`src/rtl/fetch_pkg.sv`:
```
// Shared definitions for the instruction fetch unit: default widths, the
// HALT opcode, the opcode field position and the fetch FSM state type.
package fetch_pkg;

  localparam int ADDR_W = 5;
  localparam int DATA_W = 32;
  localparam logic [6:0] HALT_OPCODE = 7'b1010101;

  localparam int OPCODE_LSB = 0;
  localparam int OPCODE_MSB = 6;

  typedef enum logic [1:0] {
    IDLE   = 2'd0,
    FETCH  = 2'd1,
    HALTED = 2'd2
  } fetch_state_t;

endpackage

```
`src/rtl/fetch_buffer.sv`:
```
// Single-entry valid/ready register between program memory and decode.
// Holds one instruction plus the address it came from. Flush drops the
// entry; load overwrites it; a handshake without a load empties it.
module fetch_buffer #(
  parameter int ADDR_W = 5,
  parameter int DATA_W = 32
) (
  input  logic              clk,
  input  logic              reset,
  input  logic              load,
  input  logic              flush,
  input  logic [DATA_W-1:0] fetch_data,
  input  logic [ADDR_W-1:0] fetch_pc,
  input  logic              ready,
  output logic [DATA_W-1:0] held_data,
  output logic [ADDR_W-1:0] held_pc,
  output logic              valid
);

  logic [DATA_W-1:0] data_p1;
  logic [ADDR_W-1:0] pc_p1;
  logic              vld_p1;

  // Stage p0 -> p1: capture memory read data, or drop/consume the held entry
  always_ff @(posedge clk or negedge reset) begin
    if (!reset) begin
      data_p1 <= '0;
      pc_p1   <= '0;
      vld_p1  <= 1'b0;
    end else if (flush) begin
      vld_p1 <= 1'b0;
    end else if (load) begin
      data_p1 <= fetch_data;
      pc_p1   <= fetch_pc;
      vld_p1  <= 1'b1;
    end else if (vld_p1 && ready) begin
      vld_p1 <= 1'b0;
    end
  end

  assign held_data = data_p1;
  assign held_pc   = pc_p1;
  assign valid     = vld_p1;

endmodule

```
`src/rtl/instruction_fetch.sv`:
```
// Instruction fetch unit: owns the PC, drives the program-memory address,
// buffers one instruction toward decode and stops on the HALT opcode.
// Branch redirect flushes the buffer and reloads the PC from any state.
// Optional macro INSTRUCTION_FETCH_PERF_EN adds saturating load and stall
// counters (fetch_count, stall_count).
module instruction_fetch
  import fetch_pkg::*;
#(
  parameter int              ADDR_W      = fetch_pkg::ADDR_W,
  parameter int              DATA_W      = fetch_pkg::DATA_W,
  parameter logic [ADDR_W-1:0] RESET_PC  = '0,
  parameter logic [6:0]      HALT_OPCODE = fetch_pkg::HALT_OPCODE
) (
  input  logic              clk,
  input  logic              reset,
  input  logic              start,
  input  logic              redirect_valid,
  input  logic [ADDR_W-1:0] redirect_pc,
  output logic [ADDR_W-1:0] prog_addr,
  input  logic [DATA_W-1:0] instruction,
  output logic [DATA_W-1:0] inst_out,
  output logic [ADDR_W-1:0] inst_pc,
  output logic              inst_valid,
  input  logic              inst_ready,
  output logic              halted,
  output logic              busy
`ifdef INSTRUCTION_FETCH_PERF_EN
  ,
  output logic [15:0]       fetch_count,
  output logic [15:0]       stall_count
`endif
);

  fetch_state_t      state, state_next;
  logic [ADDR_W-1:0] pc;
  logic              load;
  logic              halt_hit;

  // A load needs FETCH, no pending redirect, and room in the buffer
  assign load     = (state == FETCH) && !redirect_valid && (!inst_valid || inst_ready);
  assign halt_hit = load && (instruction[OPCODE_MSB:OPCODE_LSB] == HALT_OPCODE);

  assign prog_addr = pc;
  assign halted    = (state == HALTED);
  assign busy      = (state == FETCH);

  // State register
  always_ff @(posedge clk or negedge reset) begin
    if (!reset) state <= IDLE;
    else        state <= state_next;
  end

  // Next-state logic; redirect overrides everything, including start
  always_comb begin
    state_next = state;
    if (redirect_valid) begin
      state_next = FETCH;
    end else begin
      case (state)
        IDLE:    if (start) state_next = FETCH;
        FETCH:   if (halt_hit) state_next = HALTED;
        HALTED:  state_next = HALTED;
        default: state_next = IDLE;
      endcase
    end
  end

  // Program counter: reload on redirect, step (with wrap) on every load,
  // including the HALT load, so it parks one past the halt word
  always_ff @(posedge clk or negedge reset) begin
    if (!reset)              pc <= RESET_PC;
    else if (redirect_valid) pc <= redirect_pc;
    else if (load)           pc <= pc + ADDR_W'(1);
  end

  fetch_buffer #(
    .ADDR_W (ADDR_W),
    .DATA_W (DATA_W)
  ) u_buffer (
    .clk        (clk),
    .reset      (reset),
    .load       (load),
    .flush      (redirect_valid),
    .fetch_data (instruction),
    .fetch_pc   (pc),
    .ready      (inst_ready),
    .held_data  (inst_out),
    .held_pc    (inst_pc),
    .valid      (inst_valid)
  );

`ifdef INSTRUCTION_FETCH_PERF_EN
  function automatic logic [15:0] sat_inc(input logic [15:0] v);
    return (v == 16'hFFFF) ? v : v + 16'd1;
  endfunction

  // Performance counters, cleared by reset and by start
  always_ff @(posedge clk or negedge reset) begin
    if (!reset) begin
      fetch_count <= '0;
      stall_count <= '0;
    end else if (start) begin
      fetch_count <= '0;
      stall_count <= '0;
    end else begin
      if (load)                     fetch_count <= sat_inc(fetch_count);
      if (inst_valid && !inst_ready) stall_count <= sat_inc(stall_count);
    end
  end
`endif

endmodule

```
`config.mk`:
```
export PLATFORM = sky130hd
export DESIGN_NAME = instruction_fetch
export DESIGN_NICKNAME = d
export VERILOG_FILES = /design/src/rtl/fetch_pkg.sv /design/src/rtl/fetch_buffer.sv /design/src/rtl/instruction_fetch.sv
export SDC_FILE = /design/constraint.sdc
export NUM_CORES = 1
export LEC_CHECK = 0
export ABC_CLOCK_PERIOD_IN_PS = 1750
export BUFFER_PORTS_ARGS = -buffer_cell sky130_fd_sc_hd__buf_2
export CAP_MARGIN = 20
export CORE_MARGIN = 10
export CORE_UTILIZATION = 41
export DETAILED_ROUTE_END_ITERATION = 8
export PLACE_DENSITY = 0.83
export SYNTH_ARGS = -nofsm -noshare
export SYNTH_HDL_FRONTEND = slang
export SYNTH_SLANG_ARGS = --single-unit
export TNS_END_PERCENT = 10
```
`constraint.sdc`:
```
create_clock -name clk -period 1.75 [get_ports clk]
set_input_delay 0.525 -clock clk [delete_from_list [all_inputs] [get_ports clk]]
set_output_delay 0.525 -clock clk [all_outputs]
set_load 0.05 [all_outputs]
```
# Word level (Yosys, flattened, before mapping)
# Cells that the tools add are included.
# classes
addsub,1
eq_ne,5
mux,9
bitwise,1
reduce_logical,12
# op_table
operator,n
5-bit 2-to-1 mux,2
"7-bit == test, second input constant",1
2-bit 2-to-1 mux,3
2-bit one-hot mux with 3 select lines,1
"5-bit by 1-bit adder with 5-bit output, second input constant",1
1-bit logical AND,4
2-bit AND reduction,2
1-bit 2-to-1 mux,3
"3-bit by 2-bit != test with 1-bit output, second input constant",1
"3-bit != test, second input constant",1
3-bit nonzero test,1
"2-bit by 1-bit == test with 1-bit output, second input constant",1
"2-bit == test, second input constant",1
1-bit logical NOT,2
2-bit logical NOT,1
2-bit nonzero test,1
1-bit logical OR,1
1-bit inverter,1
# totals
regBits,45
inputBits,42
out_inout_bits,45

# Longest topological paths before layout
# Gate-level depths: netlist (run 1).
# depth
depth_word,7
depth_mapped,6
ltp_nobuf,6

# By module
# From an unflattened synthesis (run 1), not the netlist that was laid out.
# unflattened
cells_unflattened,137
area_unflattened_um2,2090.8
# modules_own_cells
mod,n_inst,cells_per_inst,area_per_inst_um2,seq_area_each_um2
fetch_buffer,1,83,1589.0,950.9
instruction_fetch,1,54,501.7,175.2

# Worst setup path after synthesis (run 1)
# No wires, ideal clock.
# synth_path
kind,register -> register
from,register state[1]
to,register u_buffer.data_p1[10] (netlist: u_buffer.held_data[10])
t_arrival_ns,1.982
required_time_ns,1.625
setup_slack_ns,-0.357
stages_incl_launch_ff,7
path_buffers,1
cell_sequence,dfrtp_1 inv_1 ha_1 nand2b_1 nor2_4 buf_4 mux2_2
# synth_via
elab_chain_cells,4
# synth_rtl
element,line,source
start: declaration,instruction_fetch.sv:34,"fetch_state_t state, state_next;"
start signal: assignment,instruction_fetch.sv:50,else state <= state_next;
2-bit by 1-bit == test with 1-bit output,--,
net busy,instruction_fetch.sv:26,output logic busy
1-bit logical AND (2 in a row),instruction_fetch.sv:40,assign load = (state == FETCH) && !redirect_valid && (!inst_valid || inst_ready);
2-bit AND reduction (no source line),--,
end signal: assignment,fetch_buffer.sv:33,data_p1 <= fetch_data;
end: declaration,fetch_buffer.sv:20,logic [DATA_W-1:0] data_p1;
# The timed path passes the listed nets, and every way through them passes these cells.
# A chain may end at the register's enable or synchronous reset.

# Worst setup path after layout (run 1)
# layout_path
from,register state[0]
to,output halted
# layout_via
elab_chain_cells,1
# layout_rtl
element,line,source
2-bit == test,instruction_fetch.sv:44,assign halted = (state == HALTED);
end: declaration,instruction_fetch.sv:25,"output logic halted,"
# No other way between the ends.

==> reports/qor.yml, run 1 <==
floorplan:
  start_util_pct: 42.6
  num_rows: 24
  core_um2: 4380
  dieArea_um2: 7650
  ioPinCount: 87
  die_w_um: 87.5
  die_h_um: 87.5
routing:
  wire_per_inst_um: 15.4
  drt_wl_total_um: 4290
  viasPerCell: 4.73
  dr.first_iter.drc_count: 16
  first_pass_iters: 4
  drc: 0
  ant_nets: 0
  top_layer_used: "met4"
  drt-met1-wl_um: 1740
  wl_met3_um: 516
  wl_met2_um: 2020
  num_vias: 1320
clock_network:
  ctsHoldBuffers: 0
  cts_tree: "built"
  numCtsBuffers: 5
  insertion_delay_ps: 290
  clockBufferDepth: 2
  cts_root_buf: "clkbuf_8"
  clk_pin_slew_worst_paths_ps: 80
  h-tree-depth: 2
  cts.sinks: 45
finish:
  fin_nets: 272
  utilization_pct: 58.8
  final_cell_area_um2: 2580
  drive_gt1_share_pct: 56.4
  diodes: 0
  final_cells: 279
  synthToLayoutAreaGrowth_pct: 38.1
grt:
  overflow: 0
  grt_pass1_wl_um: 6560
  antenna_found_initial: 0
  grt_pass1_vias: 1405
  grt_max_degree: 46
  grt_usage_pct: 10.8
sta:
  worst_pin_slew_ps: 321
  setup_viol: 0
  hold_viol: 0
  slew_violations: 0
  rsz0062_at_grt: "false"
  slew_headroom_pct: 78.5
  tns_ps: 0
  fin_skew_ps: 8.90
  finalCritPeriodShare_pct: 95.7
  min_period_ps: 1670
  fmax_mhz: 597
setup_path:
  end_kind: "primary output"
  start_kind: "flip-flop"
  required_ps: 1220
  path_class: "flip-flop to primary output"
  path_max_fanout: 3
  arrival_ps: 1150
synthesis:
  synthArstFlopShare_pct: 100
  synth_largest_area_cell: "dfrtp_1"
  seq_area_frac_synth_pct: 60.4
  yosysTopAreaCellShare_pct: 60.4
  synth_fp_nets: 177
  synth_common_cells: "dfrtp_1, mux2_2, mux2_1"
  synth_seq_cells: 45
  avgSynthCellArea_um2: 14.2
  synthTopCellsByArea: "dfrtp_1, mux2_2, mux2_1"
  yosysMostFrequentCell: "dfrtp_1"
  synth_ff_type: "dfrtp_1"
  synth_cell_types: 24
  netlist_instances: 131
  syn_area_um2: 1870
  synth_edf_count: 0
  synth_warnings: 0
run_status:
  outcome: "finished clean"
placement:
  dp_hpwl_um: 3340
  io_buffers: 86
  dp.cells: 269
  place.gp.congestion: 0.810
  dpl-instance-area_um2: 2410
job:
  maxCapViolCount: 0
hold_path:
  hp-class: "input pin to asynchronous set/reset pin"
critical path: stages (launching register included):
cell and delay (ps):
dfrtp_1 430, inv_2 70, ha_1 210, buf_6 150
flip-flops by register name, indices dropped and copies added (netlist names):
name and cells:
u_buffer.held_pc 5, u_buffer.held_data 32, state 2, prog_addr 5
u_buffer.valid 1
metrics by stage:
stage | worst slack [ps] | hold slack [ps]
2_1_floorplan | 10.0 | 229
3_3_place_gp | 66.8 | 462
3_5_place_dp | -30.4 | 469
4_1_cts | 12.6 | 202
5_1_grt | 6.97 | 198
6_report | 76.0 | 200
per-layer routing:
metal	up-vias	global-route usage, %
li1	649	-
met1	615	11.9
met2	52	16.8
met3	4	7.12
met4	0	3.04
met5	-	0
cells in the final DEF, fill, tap and decap left out:
master     instances
buf_2             84
dfrtp_1           45
mux2_2            25
mux2_1            12
nand2_1            6
o21ai_0            6
clkbuf_8           6
xor2_1             4
nand2b_1           3
nor2_1             3
ha_1               3
buf_12             3
inv_2              2
inv_1              2
nor2b_1            2
and2_1             2
nand4_1            2
buf_6              2
buf_4              2
nand4bb_1          1
nand3b_1           1
o41a_1             1
nor3_1             1
a31oi_1            1
nand3_1            1
mux2i_1            1
nor2_4             1
o41ai_1            1
ha_4               1
clkbuf_1           1
bufinv_16          1
clkbuf_16          1
cells by family after synthesis:
kind of cell	after synthesis	synth area share [%]
flip-flops	45	60.4
adder cells (fa/ha/maj)	4	2.68
AO/OA/AOI/OAI	9	3.02
AND/OR/NAND/NOR	23	6.97
multiplexers	38	22.9
XOR/XNOR	4	1.88
buffers and inverters	8	2.21
what timing repair did:
item                                    in CTS  in global routing
gates resized for setup                      3                  3
buffers inserted                             0                  1
endpoints found under the setup margin       2                 25
gates cloned                                 0                  1
pin swaps                                    0                  1
hold endpoints to repair                     0                  0
final timing paths:
check | slack [ps] | end | cells after the start | startpoint
min in group clk | 440 | prog_addr[1] | 3 | redirect_pc[1]
min reg2reg | 490 | u_buffer.held_pc[3] | 1 | u_buffer.held_pc[3]
max in group asynchronous | 1340 | u_buffer.held_data[17] | 2 | reset
max reg2reg | 80 | u_buffer.held_data[19] | 6 | state[1]
min | 200 | u_buffer.held_data[29] | 2 | reset
max | 80 | halted | 3 | state[0]
cell type report:
class | instances | area (um2)
clock buffers | 7 | 86.3
flip-flops and latches | 45 | 1130
well taps | 52 | 65.1
fillers | 363 | 1810
clock inverters | 1 | 30.0
repair buffers | 92 | 543
multi-input cells | 78 | 711
inverters | 4 | 15.0
Power of run 1 is not shown: default switching activity piles up to over one toggle a cycle in this logic, so the estimate is an artifact.
==> run 2, diff against run 1 <==
==> constraint.sdc (replaced) <==
create_clock -name clk -period 1.75 [get_ports clk]
set_input_delay 0.0875 -clock clk [delete_from_list [all_inputs] [get_ports clk]]
set_output_delay 0.0875 -clock clk [all_outputs]
set_load 0.05 [all_outputs]
==> run 2 against run 1 <==
Clock-buffer cell count shrank 2. Utilization is the same. Critical path type is now flip-flop to flip-flop. Register-to-register slack is essentially flat. Via count grew 4.5%. Sequential share of layout area is the same.
==> reports/qor.yml, run 2 (same netlist as run 1, synthesis figures left out) <==
clock_network:
  cts_tree: "built"
  h-tree-depth: 2
  cts_root_buf: "clkbuf_8"
  clk_pin_slew_worst_paths_ps: 80
  insertion_delay_ps: 290
  post_cts_buffers: 0
  clockBufferDepth: 2
  cts.sinks: 45
  numCtsBuffers: 5
setup_path:
  crit_chain: "inv_1, ha_4, nand2b_1, nor2_4, buf_12, mux2_2"
  end_kind: "flip-flop"
  path_max_fanout: 19
  arrival_ps: 1830
  start_kind: "flip-flop"
  cp_top_family: "flip-flops"
  crit_slowest_cell: "dfrtp_1"
  r2r-start: "state[1]"
  cp.depth: 6
  reg2reg_slack_ps: 90
  path_buf_inv: 2
  cp_slowest_stage_delay_ps: 400
  path_class: "flip-flop to flip-flop"
  required_ps: 1920
  reg2reg_to: "u_buffer.held_data[20]"
  reg2reg_depth: 6
finish:
  mostFrequentLayoutCells: "buf_2, dfrtp_1, mux2_2"
  drive_gt1_share_pct: 54.6
  fin_nets: 274
  diodes: 0
  final_common_cell: "buf_2"
  largest_reg_flops: 32
  synthToLayoutAreaGrowth_pct: 38.1
grt:
  grt_pass1_vias: 1573
  overflow: 0
  grt_max_degree: 46
  grt_usage_pct: 11.9
  antenna_found_initial: 0
  grt_pass1_wl_um: 7380
hold_path:
  worstHoldStart: "instruction[11]"
  worstHoldPathCells: 2
  holdPathEnd: "u_buffer.held_data[11]"
  hp-class: "input pin to flip-flop"
routing:
  num_vias: 1380
  viasPerCell: 4.91
  first_pass_iters: 4
  ant_nets: 0
  drc: 0
  dr.first_iter.drc_count: 27
  wire_per_inst_um: 16.1
  drt_wl_total_um: 4510
placement:
  io_buffers: 86
  place.gp.congestion: 0.790
  dp_hpwl_um: 3480
sta:
  finalCritPeriodShare_pct: 95.0
  hold_viol: 0
  fmax_mhz: 602
  slew_headroom_pct: 62.4
  tns_ps: 0
  worst_pin_slew_ps: 564
  setup_viol: 0
  min_period_ps: 1660
  slew_violations: 0
  rsz0062_at_grt: "false"
  fin_skew_ps: 7.11
run_status:
  outcome: "finished clean"
floorplan:
  core_um2: 4380
  ioPinCount: 87
  start_util_pct: 42.6
  die_h_um: 87.5
  dieArea_um2: 7650
  num_rows: 24
  die_w_um: 87.5
job:
  maxCapViolCount: 0
[run 2: what timing repair did]
item	CTS	global route
hold buffers	4	0
gates resized for setup	0	0
endpoints found under the hold margin	48	0
[run 2: worst register-to-register path, stage by stage (launching register included)]
cell and delay (ps):
dfrtp_1 400, inv_1 140, ha_4 150, nand2b_1 100, nor2_4 220, buf_12 200, mux2_2 350
[run 2: area by class of cell]
cell class                 instances  area [um2]
clock buffer                       5        68.8
clock inverter                     3        65.1
fill                             357        1810
inverter                           4        15.0
multi-input combinational         78         711
sequential                        45        1130
tap                               52        65.1
timing repair buffer              94         526
[run 2: metal layers]
layer / share of wire [%] / wire length (um) / track usage (%) / vias to the layer above
li1: - / - / - / 653
met1: 39 / 1750 / 12.6 / 668
met2: 51 / 2280 / 20.8 / 55
met3: 10 / 455 / 5.62 / 4
met4: 0.44 / 20 / 2.61 / 0
met5: 0 / 0 / 0 / -
[run 2: worst max-delay path by stage]
stage | end | startpoint | slack (ps)
finish | u_buffer.held_data[20] | state[1] | 90
global route | state[1] | state[1] | 2
CTS | u_buffer.held_data[20] | state[1] | 90
detailed placement | u_buffer.held_data[6] | state[1] | 110
global placement | u_buffer.held_data[22] | state[1] | 180
floorplan | u_buffer.held_data[10] | state[1] | 10
[run 2: metrics by stage]
| step | instance area (um2) | hold slack, ps | setup WS [ps] | util, % | instances |
|---|---|---|---|---|---|
| after floorplan | 1880 | -208 | 10.0 | - | 131 |
| after global placement | 2400 | 201 | 183 | 54.8 | 269 |
| after detailed placement | 2400 | 209 | 115 | 54.8 | 269 |
| after CTS | 2580 | 3.38 | 91.1 | 58.8 | 281 |
| after global routing | 2580 | 4.70 | 2.25 | 58.8 | 281 |
| final | 2580 | 12.1 | 88.2 | 58.8 | 281 |
Power of run 2 is left out for the same reason.
==> run 3, diff against run 2 <==
- BUFFER_PORTS_ARGS: -buffer_cell sky130_fd_sc_hd__buf_2 -> unset
- CORE_UTILIZATION: 41 -> 55
- DONT_BUFFER_PORTS: unset -> 1
- PLACE_DENSITY: 0.83 -> 0.81
==> run 3 against run 2 <==
Final area down 2.1%. Die area shrank 20%. Highest routed layer unchanged. Critical endpoint is now u_buffer.valid. Sequential share of layout area rose by 0.95 points. First-iteration DRC count rose to 2.6 times the previous value. Cell count down 18%. Critical path type unchanged. Clock skew decreased by 1.3 ps. Clock-buffer cell count grew 2.
==> reports/qor.yml, run 3 (same netlist as run 1, synthesis figures left out) <==
placement:
  io_buffers: 0
  pre_cts_ws_ps: 161
  place.gp.congestion: 0.658
  dp_hpwl_um: 3260
  dpl-instance-area_um2: 1990
job:
  maxCapViolCount: 0
routing:
  drt_wl_total_um: 4960
  drc: 0
  dr.first_iter.drc_count: 70
  wire_per_inst_um: 21.5
  ant_nets: 0
  num_vias: 1258
  viasPerCell: 5.45
  first_pass_iters: 4
grt:
  overflow: 0
  grt_pass1_wl_um: 7780
  grt_usage_pct: 16.3
  grt_max_degree: 46
  antenna_found_initial: 0
  grt_pass1_vias: 1391
finish:
  largest_reg_flops: 32
  num-fill-cells: 226
  final_common_cell: "dfrtp_1"
  seqCellArea_um2: 1130
  final_cell_area_um2: 2520
  mostFrequentLayoutCells: "dfrtp_1, dlygate4sd3_1, mux2_2"
  diodes: 0
  multi_input_area_um2: 718
  drive_gt1_share_pct: 24.3
  synthToLayoutAreaGrowth_pct: 35.1
  fin_nets: 230
sta:
  fmax_mhz: 619
  min_period_ps: 1620
  tns_ps: 0
  hold_slack_ps: 158
  layout_setup_ws_ps: 134
  worst_pin_slew_ps: 567
  slew_violations: 0
  rsz0062_at_grt: "false"
  slew_headroom_pct: 62.2
  hold_viol: 0
  setup_viol: 0
  fin_skew_ps: 5.80
  finalCritPeriodShare_pct: 92.3
setup_path:
  path_max_fanout: 7
  r2r-start: "state[1]"
  crit_chain: "inv_2, ha_4, buf_6, nor2_1, nor2_1, dlygate4sd3_1"
  reg2reg_depth: 6
  required_ps: 2000
  arrival_ps: 1860
  path_class: "flip-flop to flip-flop"
  cp_top_family: "buffers and inverters"
  worstSetupEndpoint: "u_buffer.valid"
  cp.depth: 6
  cp_slowest_stage_delay_ps: 570
  end_kind: "flip-flop"
  cpMostUsedCell: "nor2_1"
  crit_slowest_cell: "dlygate4sd3_1"
  reg2reg_slack_ps: 130
  start_kind: "flip-flop"
  reg2reg_to: "u_buffer.valid"
  path_buf_inv: 3
  startpoint: "state[1]"
clock_network:
  cts.sinks: 45
  cts_tree: "built"
  numCtsBuffers: 5
  insertion_delay_ps: 350
  h-tree-depth: 2
  cts_root_buf: "clkbuf_4"
  clk_pin_slew_worst_paths_ps: 120
  clockBufferDepth: 2
floorplan:
  ioPinCount: 87
  num_rows: 21
  die_h_um: 78.2
  core_um2: 3310
  die_w_um: 78.2
  start_util_pct: 56.3
  dieArea_um2: 6120
hold_path:
  hp-class: "input pin to flip-flop"
run_status:
  outcome: "finished clean"
[run 3: cell types whose count changed in the layout (fill, tap and decap cells not counted), moves of 3 or more]
cell | before | now
buf_4 | 2 | 5
dlygate4sd3_1 | 4 | 41
buf_2 | 86 | 0
clkbuf_8 | 5 | 1
clkbuf_4 | 0 | 5
[run 3: per-layer routing]
metal / vias to the layer above / global-route usage [%] / share of wire (%)
li1: 570 / - / -
met1: 622 / 17.5 / 38
met2: 61 / 26.9 / 50
met3: 5 / 9.23 / 11
met4: 0 / 4.30 / 1.1
met5: - / 0 / 0
[run 3: layout make-up]
cell class / count / area share, %
multi-input cells: 78 / 28.5
well taps: 46 / 2.28
repair buffers: 50 / 20.6
inverters: 4 / 0.596
flip-flops and latches: 45 / 44.7
clock buffers: 7 / 2.18
clock inverters: 1 / 1.19
[run 3: tightest hold or removal path, stage by stage]
cell and delay, ps:
nand3b_1 60, o41a_1 230, o41ai_2 90
[run 3: worst min path at each step]
stage	start	to	slack, ps	cells past startpoint
2_1_floorplan	reset	prog_addr[0]	-210	0
3_3_place_gp	reset	u_buffer.held_data[8]	-210	0
3_5_place_dp	reset	u_buffer.held_data[7]	-210	0
4_1_cts	instruction[2]	state[1]	120	3
5_1_grt	instruction[2]	state[1]	160	3
6_report	instruction[2]	state[1]	160	3
[run 3: through the flow]
stage | utilization (%) | instances
2_1_floorplan | - | 131
3_3_place_gp | 60.2 | 181
3_5_place_dp | 60.2 | 181
4_1_cts | 75.8 | 231
5_1_grt | 76.2 | 231
6_report | 76.2 | 231
[run 3: what timing repair did]
item,4_1_cts,5_1_grt
buffers inserted,0,0
hold buffers,42,0
resized for setup,0,4
hold endpoints to repair,85,0
setup endpoints to repair,0,2
Power of run 3 is left out for the same reason.
